===== src/rtl/lcd_responder.sv =====
// HD44780-style write-side bus responder: synchronizes the LCD bus, decodes strobes,
// executes write instructions and mirrors the 2x16 character RAM for readback.
module lcd_responder #(
    parameter int unsigned MIN_EN_HIGH = 2,
    parameter logic [7:0]  CLEAR_FILL  = 8'h20
) (
    input  logic       clk,
    input  logic       rst_n,
    input  logic       EN,
    input  logic       RW,
    input  logic       RS,
    input  logic [7:0] data,
    input  logic [4:0] rd_addr,
    output logic [7:0] rd_char,
    output logic [4:0] cursor,
    output logic       display_on,
    output logic       cursor_on,
    output logic       blink_on,
    output logic       two_line,
    output logic       entry_inc,
    output logic       busy,
    output logic       cmd_valid,
    output logic [7:0] last_byte,
    output logic       last_rs,
    output logic       addr_err,
    output logic       rw_err,
    output logic       overrun
);

    localparam int unsigned CW = $clog2(MIN_EN_HIGH + 1);

    typedef enum logic {S_CLEAR, S_IDLE} state_t;

    state_t        state, state_nxt;
    logic [4:0]    clr_addr, clr_nxt;
    logic          en_s1, en_s2, rw_s1, rw_s2, rs_s1, rs_s2;
    logic [7:0]    data_s1, data_s2;
    logic          bus_rw, bus_rs;
    logic [7:0]    bus_data;
    logic [CW-1:0] run_cnt;
    logic          strobe;

    logic [4:0]    cursor_nxt;
    logic          display_nxt, cursor_on_nxt, blink_nxt, two_line_nxt, entry_nxt;
    logic          valid_nxt, aerr_nxt, rwerr_nxt, ovr_nxt;
    logic          wr_en;
    logic [4:0]    wr_addr;
    logic [7:0]    wr_data;
    logic [4:0]    step;

    logic [7:0]    mem [32];

    // Bus fields are captured during every synchronized EN-high cycle, so the strobe
    // sees the values from the final high cycle once EN has dropped.
    always_ff @(posedge clk or negedge rst_n) begin
        if (!rst_n) begin
            en_s1    <= 1'b0;
            en_s2    <= 1'b0;
            rw_s1    <= 1'b0;
            rw_s2    <= 1'b0;
            rs_s1    <= 1'b0;
            rs_s2    <= 1'b0;
            data_s1  <= '0;
            data_s2  <= '0;
            bus_rw   <= 1'b0;
            bus_rs   <= 1'b0;
            bus_data <= '0;
            run_cnt  <= '0;
        end else begin
            en_s1   <= EN;
            en_s2   <= en_s1;
            rw_s1   <= RW;
            rw_s2   <= rw_s1;
            rs_s1   <= RS;
            rs_s2   <= rs_s1;
            data_s1 <= data;
            data_s2 <= data_s1;
            if (en_s2) begin
                bus_rw   <= rw_s2;
                bus_rs   <= rs_s2;
                bus_data <= data_s2;
                if (run_cnt != CW'(MIN_EN_HIGH)) run_cnt <= run_cnt + 1'b1;
            end else begin
                run_cnt <= '0;
            end
        end
    end

    // run_cnt still holds the high-time count during the first low cycle.
    assign strobe = !en_s2 && (run_cnt == CW'(MIN_EN_HIGH));
    assign step   = entry_inc ? 5'd1 : 5'd31;

    always_comb begin
        state_nxt     = state;
        clr_nxt       = clr_addr;
        cursor_nxt    = cursor;
        display_nxt   = display_on;
        cursor_on_nxt = cursor_on;
        blink_nxt     = blink_on;
        two_line_nxt  = two_line;
        entry_nxt     = entry_inc;
        valid_nxt     = 1'b0;
        aerr_nxt      = 1'b0;
        rwerr_nxt     = 1'b0;
        ovr_nxt       = 1'b0;
        wr_en         = 1'b0;
        wr_addr       = clr_addr;
        wr_data       = CLEAR_FILL;

        if (state == S_CLEAR) begin
            wr_en   = 1'b1;
            clr_nxt = clr_addr + 5'd1;
            if (clr_addr == 5'd31) state_nxt = S_IDLE;
        end

        if (strobe) begin
            if (bus_rw) begin
                rwerr_nxt = 1'b1;
            end else if (state == S_CLEAR) begin
                ovr_nxt = 1'b1;
            end else if (bus_rs) begin
                valid_nxt  = 1'b1;
                wr_en      = 1'b1;
                wr_addr    = cursor;
                wr_data    = bus_data;
                cursor_nxt = cursor + step;
            end else begin
                valid_nxt = 1'b1;
                casez (bus_data)
                    8'b1???????: begin
                        if (bus_data[6:4] == 3'b000)      cursor_nxt = {1'b0, bus_data[3:0]};
                        else if (bus_data[6:4] == 3'b100) cursor_nxt = {1'b1, bus_data[3:0]};
                        else begin
                            valid_nxt = 1'b0;
                            aerr_nxt  = 1'b1;
                        end
                    end
                    8'b01??????: ;
                    8'b001?????: two_line_nxt = bus_data[3];
                    8'b0001????: begin
                        if (!bus_data[3]) cursor_nxt = bus_data[2] ? cursor + 5'd1 : cursor - 5'd1;
                    end
                    8'b00001???: begin
                        display_nxt   = bus_data[2];
                        cursor_on_nxt = bus_data[1];
                        blink_nxt     = bus_data[0];
                    end
                    8'b000001??: entry_nxt = bus_data[1];
                    8'b0000001?: cursor_nxt = '0;
                    8'b00000001: begin
                        state_nxt  = S_CLEAR;
                        clr_nxt    = '0;
                        cursor_nxt = '0;
                        entry_nxt  = 1'b1;
                    end
                    default: ;
                endcase
            end
        end
    end

    always_ff @(posedge clk or negedge rst_n) begin
        if (!rst_n) begin
            state      <= S_CLEAR;
            clr_addr   <= '0;
            cursor     <= '0;
            display_on <= 1'b0;
            cursor_on  <= 1'b0;
            blink_on   <= 1'b0;
            two_line   <= 1'b0;
            entry_inc  <= 1'b1;
            cmd_valid  <= 1'b0;
            addr_err   <= 1'b0;
            rw_err     <= 1'b0;
            overrun    <= 1'b0;
            last_byte  <= '0;
            last_rs    <= 1'b0;
            rd_char    <= '0;
        end else begin
            state      <= state_nxt;
            clr_addr   <= clr_nxt;
            cursor     <= cursor_nxt;
            display_on <= display_nxt;
            cursor_on  <= cursor_on_nxt;
            blink_on   <= blink_nxt;
            two_line   <= two_line_nxt;
            entry_inc  <= entry_nxt;
            cmd_valid  <= valid_nxt;
            addr_err   <= aerr_nxt;
            rw_err     <= rwerr_nxt;
            overrun    <= ovr_nxt;
            if (valid_nxt) begin
                last_byte <= bus_data;
                last_rs   <= bus_rs;
            end
            rd_char    <= mem[rd_addr];
        end
    end

    always_ff @(posedge clk) begin
        if (wr_en) mem[wr_addr] <= wr_data;
    end

    assign busy = (state == S_CLEAR);

endmodule

===== config.mk =====
export PLATFORM = sky130hd
export DESIGN_NAME = lcd_responder
export DESIGN_NICKNAME = d
export VERILOG_FILES = /design/src/rtl/lcd_responder.sv
export SDC_FILE = /design/constraint.sdc
export NUM_CORES = 1
export LEC_CHECK = 0
export CORE_MARGIN = 10
export CORE_UTILIZATION = 60
export CTS_BUF_LIST = sky130_fd_sc_hd__clkbuf_8
export CTS_CLUSTER_SIZE = 10
export DETAILED_ROUTE_END_ITERATION = 7
export GPL_TIMING_DRIVEN = 0
export PLACE_DENSITY = 0.79
export SYNTH_ARGS = -nofsm -noshare
export SYNTH_HDL_FRONTEND = slang
export SYNTH_SLANG_ARGS = --single-unit

===== constraint.sdc =====
create_clock -name clk -period 8.5 [get_ports clk]
set_clock_uncertainty 0.2 [all_clocks]
set_input_delay 2.125 -clock clk [delete_from_list [all_inputs] [get_ports clk]]
set_output_delay 2.125 -clock clk [all_outputs]
set_load 0.05 [all_outputs]

; ---- Yosys cells after proc, flatten, opt, wreduce, memory -nomap -nowiden
; Memory sizes are Yosys's and may differ from the RTL's. A register that Yosys moved wholly into a read port is not among the register bits.
; Index checks and enable logic that the tools add are counted.
[word_totals]
word_cells = 115
out_inout_bits = 32
memories = 1
register_bits = 63
mem_bits_rw = 256
inputBits = 18
[op_classes]
eq_ne = 13
add_sub_neg = 5
n_bitwise = 3
n_reduce_logical = 11
muxes = 56
[memory_table]
columns = memory, depth, width, read_ports, rd_clocked_by_memory_dff, wr, line
row1 = mem, 32, 8, 1, 1, 1, 51  ; logic [7:0] mem [32];
[ops]
columns = op, n
row1 = $mux W5, 16
row2 = $mux W1, 32
row3 = $mux W8, 4
row4 = $pmux W5 S3, 1
row5 = $reduce_and A5 Y1, 3
row6 = $add A5 B1 Y5 const B, 2
row7 = $eq A8 B1 Y1 const B, 1
row8 = $eq A7 B1 Y1 const B, 1
row9 = $eq A6 B1 Y1 const B, 1
row10 = $reduce_and A6 Y1, 1
row11 = $add A5 B5 Y5, 1
row12 = $eq A5 B1 Y1 const B, 1
row13 = $eq A5 B5 Y1 const B, 1
row14 = $sub A5 B1 Y5 const B, 1
row15 = $eq A4 B1 Y1 const B, 1
row16 = $mux W2, 2
row17 = $ne A4 B2 Y1 const B, 1
row18 = $reduce_bool A4 Y1, 1
row19 = $eq A3 B1 Y1 const B, 1
row20 = $eq A3 B3 Y1 const B, 1
row21 = $logic_not A3 Y1, 1
row22 = $ne A3 B3 Y1 const B, 1
row23 = $not A1 Y1, 3
row24 = $add A2 B1 Y2 const B, 1
row25 = 8 further kinds, 9

; ---- Depth between registers and ports, before layout
; Gate-level depths: netlist (run 1).
[logic_depth]
depth_word = 8
depth_mapped = 9
depth_no_buf = 7

; ---- Worst setup path before layout (run 1)
; No wires, ideal clock.
[synth_path]
path_type = input to register
startpoint = input port rd_addr[0]
endpoint = register rd_char[2] (read register of mem)
setup_time_ns = 0.119
stages = 5
path_buffers = 2
required_time_ns = 8.181
arrival_ns = 3.562
path_slack_ns = 4.619
cell_sequence = buf_6 buf_8 mux4_1 mux4_2 o21a_1
[synth_rtl]
columns = item, line
row1 = "start, declared", 13  ; input logic [4:0] rd_addr,
row2 = "end, declared", 14  ; output logic [7:0] rd_char,

; ---- Worst setup path after layout (run 1)
[layout_path]
startpoint = register state
endpoint = output port busy
[layout_via]
elab_chain_len = 1
[layout_lines]
columns = item, line
row1 = "start, declared", 34  ; state_t state, state_nxt;
row2 = "start signal, assigned", 180  ; state <= state_nxt;
row3 = $not A1 Y1, 204  ; assign busy = (state == S_CLEAR);
row4 = "end, declared", 21  ; output logic busy,
; Every way passes these cells.

==> results.py, run 1 <==
metrics = {
    "global_route": {
        "grt_pass1_vias": 7205,
        "grt-ovfl-total": 0,
        "grt_pass1_wl_mm": 41.37,
        "antenna_found_initial": 1,
        "grt_start_max_net_pins": 72,
        "grt_use_total": 0.1886,
    },
    "critical_path": {
        "worstSetupPathType": "flip-flop to output pin",
        "arrival_ps": 2050,
        "cp_cell_sequence": "buf_2 -> inv_1 -> clkdlybuf4s50_1",
        "reg2reg_depth": 9,
        "reg2reg_slack_ps": 5030,
        "worst_setup_path_start_kind": "flip-flop",
        "critPathBufInv": 3,
        "crit_path_end_kind": "output pin",
        "slowest_stage": "clkdlybuf4s50_1",
        "crit_family": "buffers and inverters",
        "worstPathRequired_ps": 6180,
        "cp_slowest_stage_delay_ps": 810,
        "reg2reg_to": "mem[0][7]",
        "r2r_start": "run_cnt[0]",
        "worstPathMaxFanout": 10,
    },
    "detailed_routing": {
        "drc_errors": 0,
        "ant_nets": 0,
        "vias": 6841,
        "avgRoutedWirePerCell_um": 24.06,
        "drt_wl_total_mm": 26.44,
        "via_per_inst": 6.225,
        "drt-initial-drc-count": 651,
        "first_pass_iters": 5,
    },
    "power": {
        "power_mw": 3.457,
        "leakagePower_nw": 5.647,
        "worst_ir_drop_vdd_uv": 219.2,
        "powerDensity_mw_per_mm2": 232.9,
    },
    "sta": {
        "max-slew-margin-rel": 0.09316,
        "tightest_slew_ps": 1360,
        "tns_ps": 0,
        "fmax_mhz": 228.7,
        "whs_ps": 144.6,
        "finalMaxSlewViolations": 0,
        "hold_viol_final": 0,
        "rsz0062_at_grt": "no",
        "post-route-period-util": 0.5144,
        "period_minus_slack_ps": 4372,
        "setup_viol": 0,
    },
    "floorplanning": {
        "row_count": 53,
        "die_h_um": 167.6,
        "core_mm2": 0.02122,
        "start_util": 0.6159,
        "ios": 50,
        "die_area_mm2": 0.02808,
        "die_w_um": 167.6,
    },
    "final_layout": {
        "drive_gt1_frac": 0.1990,
        "finalNetCount": 813,
        "final_common_cell": "edfxtp_1",
        "mostFrequentLayoutCells": "edfxtp_1 (256), dfrtp_1 (70), clkbuf_8 (57)",
        "num-fill-cells": 1290,
        "stdcell_count": 1099,
        "antenna_cells": 0,
        "area_growth_pct": 13.56,
    },
    "synthesis": {
        "avgSynthCellArea_um2": 19.05,
        "yosysSeqAreaShare": 0.7243,
        "yosysWarnings": 0,
        "ys.flop_type": "edfxtp_1",
        "ys_ff_latch": 327,
        "synth_edf_count": 256,
        "synth-async-reset-ratio": 0.2171,
        "synth_area_mm2": 0.01307,
        "ys_types": 54,
        "syn_inst": 686,
        "synth_nets": 715,
    },
    "place": {
        "dp_cells": 1007,
        "numPortBuffers": 44,
        "hpwl_mm": 17.09,
        "place.gp.congestion": 0.8965,
    },
    "min_path": {
        "hold_path.class": "flip-flop to flip-flop",
        "hold_depth": 0,
        "min_from": "rw_s1",
        "min_to": "rw_s2",
    },
    "clock_network": {
        "post_cts_buffers": 0,
        "cts-root-buf": "clkbuf_8",
        "cts.sinks": 327,
        "clock_latency_ps": 570,
        "cts.clk_slew.worst_paths_ps": 60,
        "hold_buffers": 0,
        "cts_tree": "built",
        "cts_buffers": 50,
        "clockBufferDepth": 3,
        "post_cts_resized": 0,
        "ctsHtreeMaxLevel": 2,
    },
    "outcome": {
        "status": "complete, no violations",
    },
    "run": {
        "cap_violations": 0,
    },
}
[sequential cells by signal (all words and copies together) (netlist names), 2 cells and up]
| name | flops |
|---|---|
| mem | 256 |
| bus_data | 8 |
| data_s1 | 8 |
| data_s2 | 8 |
| last_byte | 8 |
| rd_char | 8 |
| clr_addr | 5 |
| cursor | 5 |
| run_cnt | 2 |
[power breakdown]
| group | switching, mW | internal (mW) |
|---|---|---|
| Combinational | 0.265 | 0.174 |
| Sequential | 0.0448 | 1.76 |
| Clock | 0.575 | 0.642 |
[worst register-to-register path, cell delays in order (launching register included)]
cell and delay, ps:
dfrtp_1 390, inv_1 60, ha_1 310, nor4bb_1 230, buf_2 240, nand2_1 220, buf_2 290, nor4_1 210
a21oi_1 150, nor2_1 810
[how the worst max path moves through the flow]
stage               start          to  slack (ps)  depth (start not counted)
4_1_cts             state        busy        4100                          3
3_5_place_dp   rd_addr[1]  rd_char[6]        4020                          7
3_3_place_gp        rst_n  rd_char[1]        2870                          1
6_report            state        busy        4130                          3
2_1_floorplan  rd_addr[0]  rd_char[2]        4620                          5
5_1_grt             state        busy        4030                          3
[cell type report]
type	count	area (µm²)	area share
multi-input combinational	310	3363	0.2266
sequential	327	9465	0.6378
clock buffer	57	784.5	0.05286
buffer	36	197.7	0.01332
timing repair buffer	46	467.9	0.03153
tap	275	344.1	0.02319
inverter	13	48.80	0.003288
clock inverter	35	168.9	0.01138
[kinds of logic (layout without fill, tap and decap cells)]
| group | count (synthesis) | in the layout | synth area share |
|---|---|---|---|
| XOR/XNOR | 10 | 10 | 0.006702 |
| multiplexers | 110 | 110 | 0.1595 |
| AO/OA/AOI/OAI | 62 | 62 | 0.03303 |
| buffers and inverters | 49 | 187 | 0.01886 |
| AND/OR/NAND/NOR | 117 | 117 | 0.04596 |
| adder cells (fa/ha/maj) | 11 | 11 | 0.01168 |
| flip-flops | 327 | 327 | 0.7243 |
[synth_stat cells (3+ instances only)]
cell type,number,area (µm²)
o31ai_1,3,22.52
nor4_1,3,18.77
mux4_1,16,420.4
nor3_1,6,30.03
a31oi_1,3,18.77
buf_1,5,18.77
o21a_1,9,67.56
nand2_1,14,52.55
clkbuf_1,15,56.30
a22oi_1,11,82.58
or3_1,3,18.77
nor2_1,57,214.0
nor2b_1,4,25.02
a21o_1,4,30.03
nand3_1,5,25.02
nand2b_1,3,18.77
mux2_1,3,33.78
inv_1,12,45.04
a21oi_1,8,40.04
dfrtp_1,70,1752
xnor2_1,8,70.07
mux2i_1,20,200.2
buf_2,8,40.04
nor4b_1,4,35.03
and3_1,7,43.79
edfxtp_1,256,7687
o21ai_0,9,45.04
mux4_2,56,1261
and2_1,4,25.02
ha_1,9,112.6
buf_4,4,30.03
mux2_2,15,168.9
a41oi_1,3,26.28
[layer usage]
metal	vias to the layer above	routed length [µm]	track usage
met3	56	2040	0.04448
met4	2	761	0.07154
met5	-	8	0
li1	2942	-	-
met2	316	12840	0.2952
met1	3525	10790	0.2537
[metrics by stage]
| step | area [µm²] | utilization | setup WS, ps |
|---|---|---|---|
| after floorplan | 13070 | - | 4619 |
| after global placement | 13850 | 0.6528 | 2865 |
| after detailed placement | 13890 | 0.6544 | 4021 |
| after CTS | 14840 | 0.6993 | 4095 |
| after global routing | 14840 | 0.6994 | 4033 |
| final | 14840 | 0.6994 | 4128 |
No activity file was read; power rests on OpenSTA's default activity.
==> run 2, diff against run 1 <==
- CORE_UTILIZATION: 60 -> 57
- PLACE_DENSITY: 0.79 -> 0.78
- clock period: 8.5 -> 3.5 ns (I/O delays scaled with it)
==> run 2 against run 1 <==
- the run now ends with setup timing left
- largest power group unchanged
- clock power grew to 2.6 times the previous value
- largest cell class unchanged
- via count down 0.66%
- hold slack barely moved
- non-clock buffer count is the same
- critical path depth is 5 higher
- clock-buffer cell count grew 4
- register-to-register slack worse by 5100 ps
- combinational power up 140%
- final cell count rose by 1.2%
- power rose to 2.5 times the previous value
- sequential cell count did not move
- core utilization is 3.5 points lower
==> results.py, run 2 (synthesis gave the netlist of run 1 again) <==
metrics = {
    "power": {
        "power.switching_mw": 2.164,
        "netSwitchingFraction": 0.2500,
        "leakagePower_nw": 5.670,
        "clkPwrFrac": 0.371,
        "pwr-share-comb": 0.124,
        "worst_ir_drop_vdd_uv": 563.6,
        "internal-power_mw": 6.491,
        "p_seq_frac": 0.505,
        "powerDensity_mw_per_mm2": 577.3,
    },
    "floorplanning": {
        "die_w_um": 171.4,
        "die_area_mm2": 0.02938,
        "row_count": 55,
        "core_mm2": 0.02257,
        "die_h_um": 171.4,
        "start_util": 0.5790,
        "ios": 50,
    },
    "sta": {
        "fin_ws_ps": -105.9,
        "max-slew-margin-rel": 0.07574,
        "period_minus_slack_ps": 3606,
        "fmax_mhz": 277.3,
        "tightest_slew_ps": 1386,
        "hold_viol_final": 0,
        "finalMaxSlewViolations": 0,
        "rsz0062_at_grt": "yes",
        "setup_viol": 11,
        "tns_ps": -830.3,
        "post-route-period-util": 1.030,
    },
    "detailed_routing": {
        "vias": 6796,
        "via_per_inst": 6.112,
        "avgRoutedWirePerCell_um": 23.72,
        "first_pass_iters": 8,
        "drc_errors": 0,
        "drt_wl_total_mm": 26.38,
        "ant_nets": 0,
        "drt-initial-drc-count": 668,
    },
    "final_layout": {
        "largest_reg_flops": 256,
        "antenna_cells": 0,
        "area_growth_pct": 14.72,
        "drive_gt1_frac": 0.2249,
        "max_flop_register": "mem",
        "final_common_cell": "edfxtp_1",
        "mostFrequentLayoutCells": "edfxtp_1 (256), dfrtp_1 (70), clkbuf_8 (61)",
        "finalNetCount": 814,
    },
    "clock_network": {
        "hold_buffers": 0,
        "post_cts_resized": 0,
        "ctsHtreeMaxLevel": 2,
        "cts_tree": "built",
        "cts.clk_slew.worst_paths_ps": 60,
        "cts_buffers": 51,
        "cts.sinks": 327,
        "clockBufferDepth": 3,
        "clock_latency_ps": 560,
        "cts-root-buf": "clkbuf_8",
        "post_cts_buffers": 0,
    },
    "critical_path": {
        "reg2reg_depth": 8,
        "cp_cell_sequence": "inv_1 -> ha_1 -> nor4bb_1 -> buf_2 -> nand2_1 -> nor2_1 -> a22oi_1 -> nor2_1",
        "arrival_ps": 3570,
        "crit_path_end_kind": "flip-flop",
        "path_depth": 8,
        "worstSetupPathType": "flip-flop to flip-flop",
        "critPathBufInv": 2,
        "cp_common_cell": "nor2_1",
        "slowest_stage": "a22oi_1",
        "crit_family": "simple AND/OR/NAND/NOR gates",
        "worst_setup_path_start_kind": "flip-flop",
        "cp-startpoint": "run_cnt[0]",
        "r2r_start": "run_cnt[0]",
        "cp_slowest_stage_delay_ps": 1020,
        "worstPathMaxFanout": 10,
        "worstPathRequired_ps": 3460,
    },
    "min_path": {
        "hold_path.class": "flip-flop to flip-flop",
        "min_from": "data_s1[0]",
        "hold_depth": 0,
    },
    "outcome": {
        "failed_checks": "setup timing",
        "status": "finished, violations left",
    },
    "run": {
        "cap_violations": 0,
    },
    "global_route": {
        "grt-ovfl-total": 0,
        "grt_pass1_wl_mm": 41.24,
        "grt_start_max_net_pins": 72,
        "grt_use_total": 0.1838,
        "grt_pass1_vias": 7156,
        "antenna_found_initial": 0,
    },
    "place": {
        "numPortBuffers": 44,
        "pre_cts_ws_ps": 41.86,
        "hpwl_mm": 16.99,
        "place.gp.congestion": 0.8680,
    },
}
## run 2: cell types whose count changed in the layout (fill, tap and decap cells not counted), sizes merged
cell,change
inv,-10
clkinv,+8
clkbuf,+4
bufinv,+2
clkinvlp,-1
## run 2: worst paths after layout
check | slack, ps | end
worst max-delay path | -110 | mem[2][2]
worst min-delay path | 140 | data_s2[0]
worst max register to register | -110 | mem[2][2]
worst min register to register | 140 | data_s2[0]
max in group asynchronous | 2270 | cursor[4]
min in group asynchronous | 260 | data_s1[5]
## run 2: per-stage QoR
stage | util | cell area (µm²) | std cells | hold WS [ps] | total power, mW
global route | 0.6642 | 14990 | 1112 | 150.7 | 8.990
finish | 0.6642 | 14990 | 1112 | 144.4 | 8.655
floorplan | - | 13070 | 686 | 131.2 | 5.168
CTS | 0.6626 | 14960 | 1112 | 149.4 | 8.710
global placement | 0.6143 | 13870 | 1015 | 131.8 | 5.477
detailed placement | 0.6157 | 13900 | 1017 | 135.5 | 5.511
## run 2: power groups by stage
stage | Combinational (mW) | Clock (mW) | Sequential [mW]
after detailed placement | 1.06 | 0 | 4.45
after CTS | 1.07 | 3.27 | 4.37
after floorplan | 0.510 | 0 | 4.66
final | 1.07 | 3.21 | 4.37
after global placement | 1.03 | 0 | 4.44
after global routing | 1.15 | 3.45 | 4.39
## run 2: cell type report
cell class,instances,area [µm²]
clock inverters,34,217.7
well taps,285,356.6
inverters,13,48.80
multi-input cells,310,3400
flip-flops and latches,327,9465
fillers,1430,7579
clock buffers,61,839.6
plain buffers,36,197.7
repair buffers,46,467.9
## run 2: metal layers
metal | vias up | GRT usage | part of all wire
li1 | 2950 | - | -
met1 | 3448 | 0.2397 | 0.41
met2 | 322 | 0.2941 | 0.48
met3 | 76 | 0.05134 | 0.083
met4 | 0 | 0.05974 | 0.025
met5 | - | 0 | 0
==> run 3, diff against run 2 <==
- SETUP_SLACK_MARGIN: not set -> 0.4
==> run 3 against run 2 <==
- the run now ends clean
- non-clock buffer count increased by 5
- first-iteration DRC count decreased by 11%
- wire length increased by 1.1%
- final cell count increased by 0.45%
- sequential share of layout area decreased by 1.6 points
- power about the same
- clock power about the same
- sequential cell count unchanged
- largest power group unchanged
- highest routed layer unchanged
==> results.py, run 3 (synthesis gave the netlist of run 1 again) <==
metrics = {
    "final_layout": {
        "max_flop_register": "mem",
        "multi_input_area_mm2": 0.003686,
        "stdcell_count": 1117,
        "num-fill-cells": 1370,
        "area_growth_pct": 17.69,
        "post-route-util": 0.6814,
        "mostFrequentLayoutCells": "edfxtp_1 (256), dfrtp_1 (70), clkbuf_8 (61)",
        "seq_area_mm2": 0.009465,
        "antenna_cells": 0,
        "drive_gt1_frac": 0.2680,
        "final_cell_area_mm2": 0.01538,
        "final_common_cell": "edfxtp_1",
        "largest_reg_flops": 256,
        "finalNetCount": 819,
    },
    "critical_path": {
        "worstPathMaxFanout": 10,
        "reg2reg_depth": 10,
        "worstPathRequired_ps": 3570,
        "crit_end": "mem[0][5]",
        "crit_path_end_kind": "flip-flop",
        "cp_cell_sequence": "inv_1 -> ha_2 -> nor4bb_2 -> clkbuf_4 -> nand2_2 -> buf_2 -> nor4_1 -> a21oi_2 -> nor2_4 -> buf_12",
        "cp-startpoint": "run_cnt[0]",
        "r2r_start": "run_cnt[0]",
        "slowest_stage": "dfrtp_1",
        "arrival_ps": 3090,
        "worstSetupPathType": "flip-flop to flip-flop",
        "crit_family": "simple AND/OR/NAND/NOR gates",
        "path_depth": 10,
        "reg2reg_to": "mem[0][5]",
        "cp_slowest_stage_delay_ps": 390,
        "reg2reg_slack_ps": 480,
        "critPathBufInv": 4,
        "worst_setup_path_start_kind": "flip-flop",
    },
    "global_route": {
        "grt_pass1_vias": 7173,
        "antenna_found_initial": 0,
        "grt-ovfl-total": 0,
        "grt_start_max_net_pins": 72,
        "grt_pass1_wl_mm": 41.39,
        "grt_use_total": 0.1845,
    },
    "power": {
        "leakagePower_nw": 5.772,
        "power_mw": 8.664,
        "worst_ir_drop_vdd_uv": 566.0,
        "powerDensity_mw_per_mm2": 563.3,
    },
    "floorplanning": {
        "start_util": 0.5790,
        "core_mm2": 0.02257,
        "die_h_um": 171.4,
        "row_count": 55,
        "die_w_um": 171.4,
        "die_area_mm2": 0.02938,
        "ios": 50,
    },
    "clock_network": {
        "ctsHtreeMaxLevel": 2,
        "cts_buffers": 51,
        "cts_tree": "built",
        "cts.sinks": 327,
        "cts-root-buf": "clkbuf_8",
        "hold_buffers": 0,
        "cts.clk_slew.worst_paths_ps": 60,
        "clockBufferDepth": 3,
        "clock_latency_ps": 550,
    },
    "detailed_routing": {
        "via_per_inst": 6.111,
        "drc_errors": 0,
        "drt_wl_total_mm": 26.66,
        "met3_length_mm": 2.168,
        "wl_met2_mm": 13.14,
        "dr.max_layer_used": "met4",
        "first_pass_iters": 6,
        "drt-initial-drc-count": 596,
        "avgRoutedWirePerCell_um": 23.87,
        "met1_length_mm": 10.73,
        "vias": 6826,
        "ant_nets": 0,
    },
    "run": {
        "cap_violations": 0,
    },
    "sta": {
        "setup_viol": 0,
        "hold_viol_final": 0,
        "rsz0062_at_grt": "yes",
        "max-slew-margin-rel": 0.1075,
        "whs_ps": 144.3,
        "tightest_slew_ps": 1339,
        "finalMaxSlewViolations": 0,
        "fmax_mhz": 330.9,
        "post-route-period-util": 0.8634,
        "period_minus_slack_ps": 3022,
    },
    "place": {
        "dpl_cell_area_mm2": 0.01390,
        "place.gp.congestion": 0.8680,
        "hpwl_mm": 16.99,
        "numPortBuffers": 44,
        "dp_cells": 1017,
    },
    "outcome": {
        "status": "complete, no violations",
    },
    "min_path": {
        "hold_path.class": "flip-flop to flip-flop",
    },
}
-- run 3: timing repair --
action | 4_1_cts | 5_1_grt
buffers inserted | 0 | 5
hold endpoints to repair | 0 | 0
endpoints found under the setup margin | 255 | 419
pin swaps | 0 | 5
resized for setup | 29 | 55
-- run 3: area by class of cell --
cell class              instances  area share
plain buffers                  36     0.01302
clock buffers                  61     0.05458
clock inverters                34     0.01415
inverters                      13    0.003173
multi-input cells             310      0.2396
flip-flops and latches        327      0.6154
well taps                     285     0.02318
repair buffers                 51     0.03685
-- run 3: layer usage --
metal | GRT usage | up-vias
li1 | - | 2970
met1 | 0.2430 | 3471
met2 | 0.2937 | 331
met3 | 0.04882 | 54
met4 | 0.06163 | 0
met5 | 0 | -
-- run 3: worst min-delay path by stage --
stage / depth (start not counted) / slack, ps / start / to
final: 0 / 140 / data_s1[0] / data_s2[0]
after floorplan: 0 / 130 / data_s1[0] / data_s2[0]
after global placement: 0 / 130 / en_s1 / en_s2
after detailed placement: 0 / 140 / data_s1[4] / data_s2[4]
after global routing: 0 / 150 / rw_s1 / rw_s2
after CTS: 0 / 150 / rs_s1 / rs_s2
-- run 3: power by group --
part | total, mW | switching (mW) | internal [mW] | leakage [nW]
logic | 1.08 | 0.658 | 0.426 | 1.64
registers | 4.38 | 0.110 | 4.27 | 3.54
clock network | 3.20 | 1.40 | 1.80 | 0.592
total | 8.66 | 2.17 | 6.49 | 5.77
-- run 3: per-stage QoR --
stage | worst slack [ps] | TNS [ps]
detailed placement | 41.86 | 0
CTS | 258.6 | 0
finish | 478.2 | 0
global route | 306.9 | 0
floorplan | 707.5 | 0
global placement | -868.9 | -76680
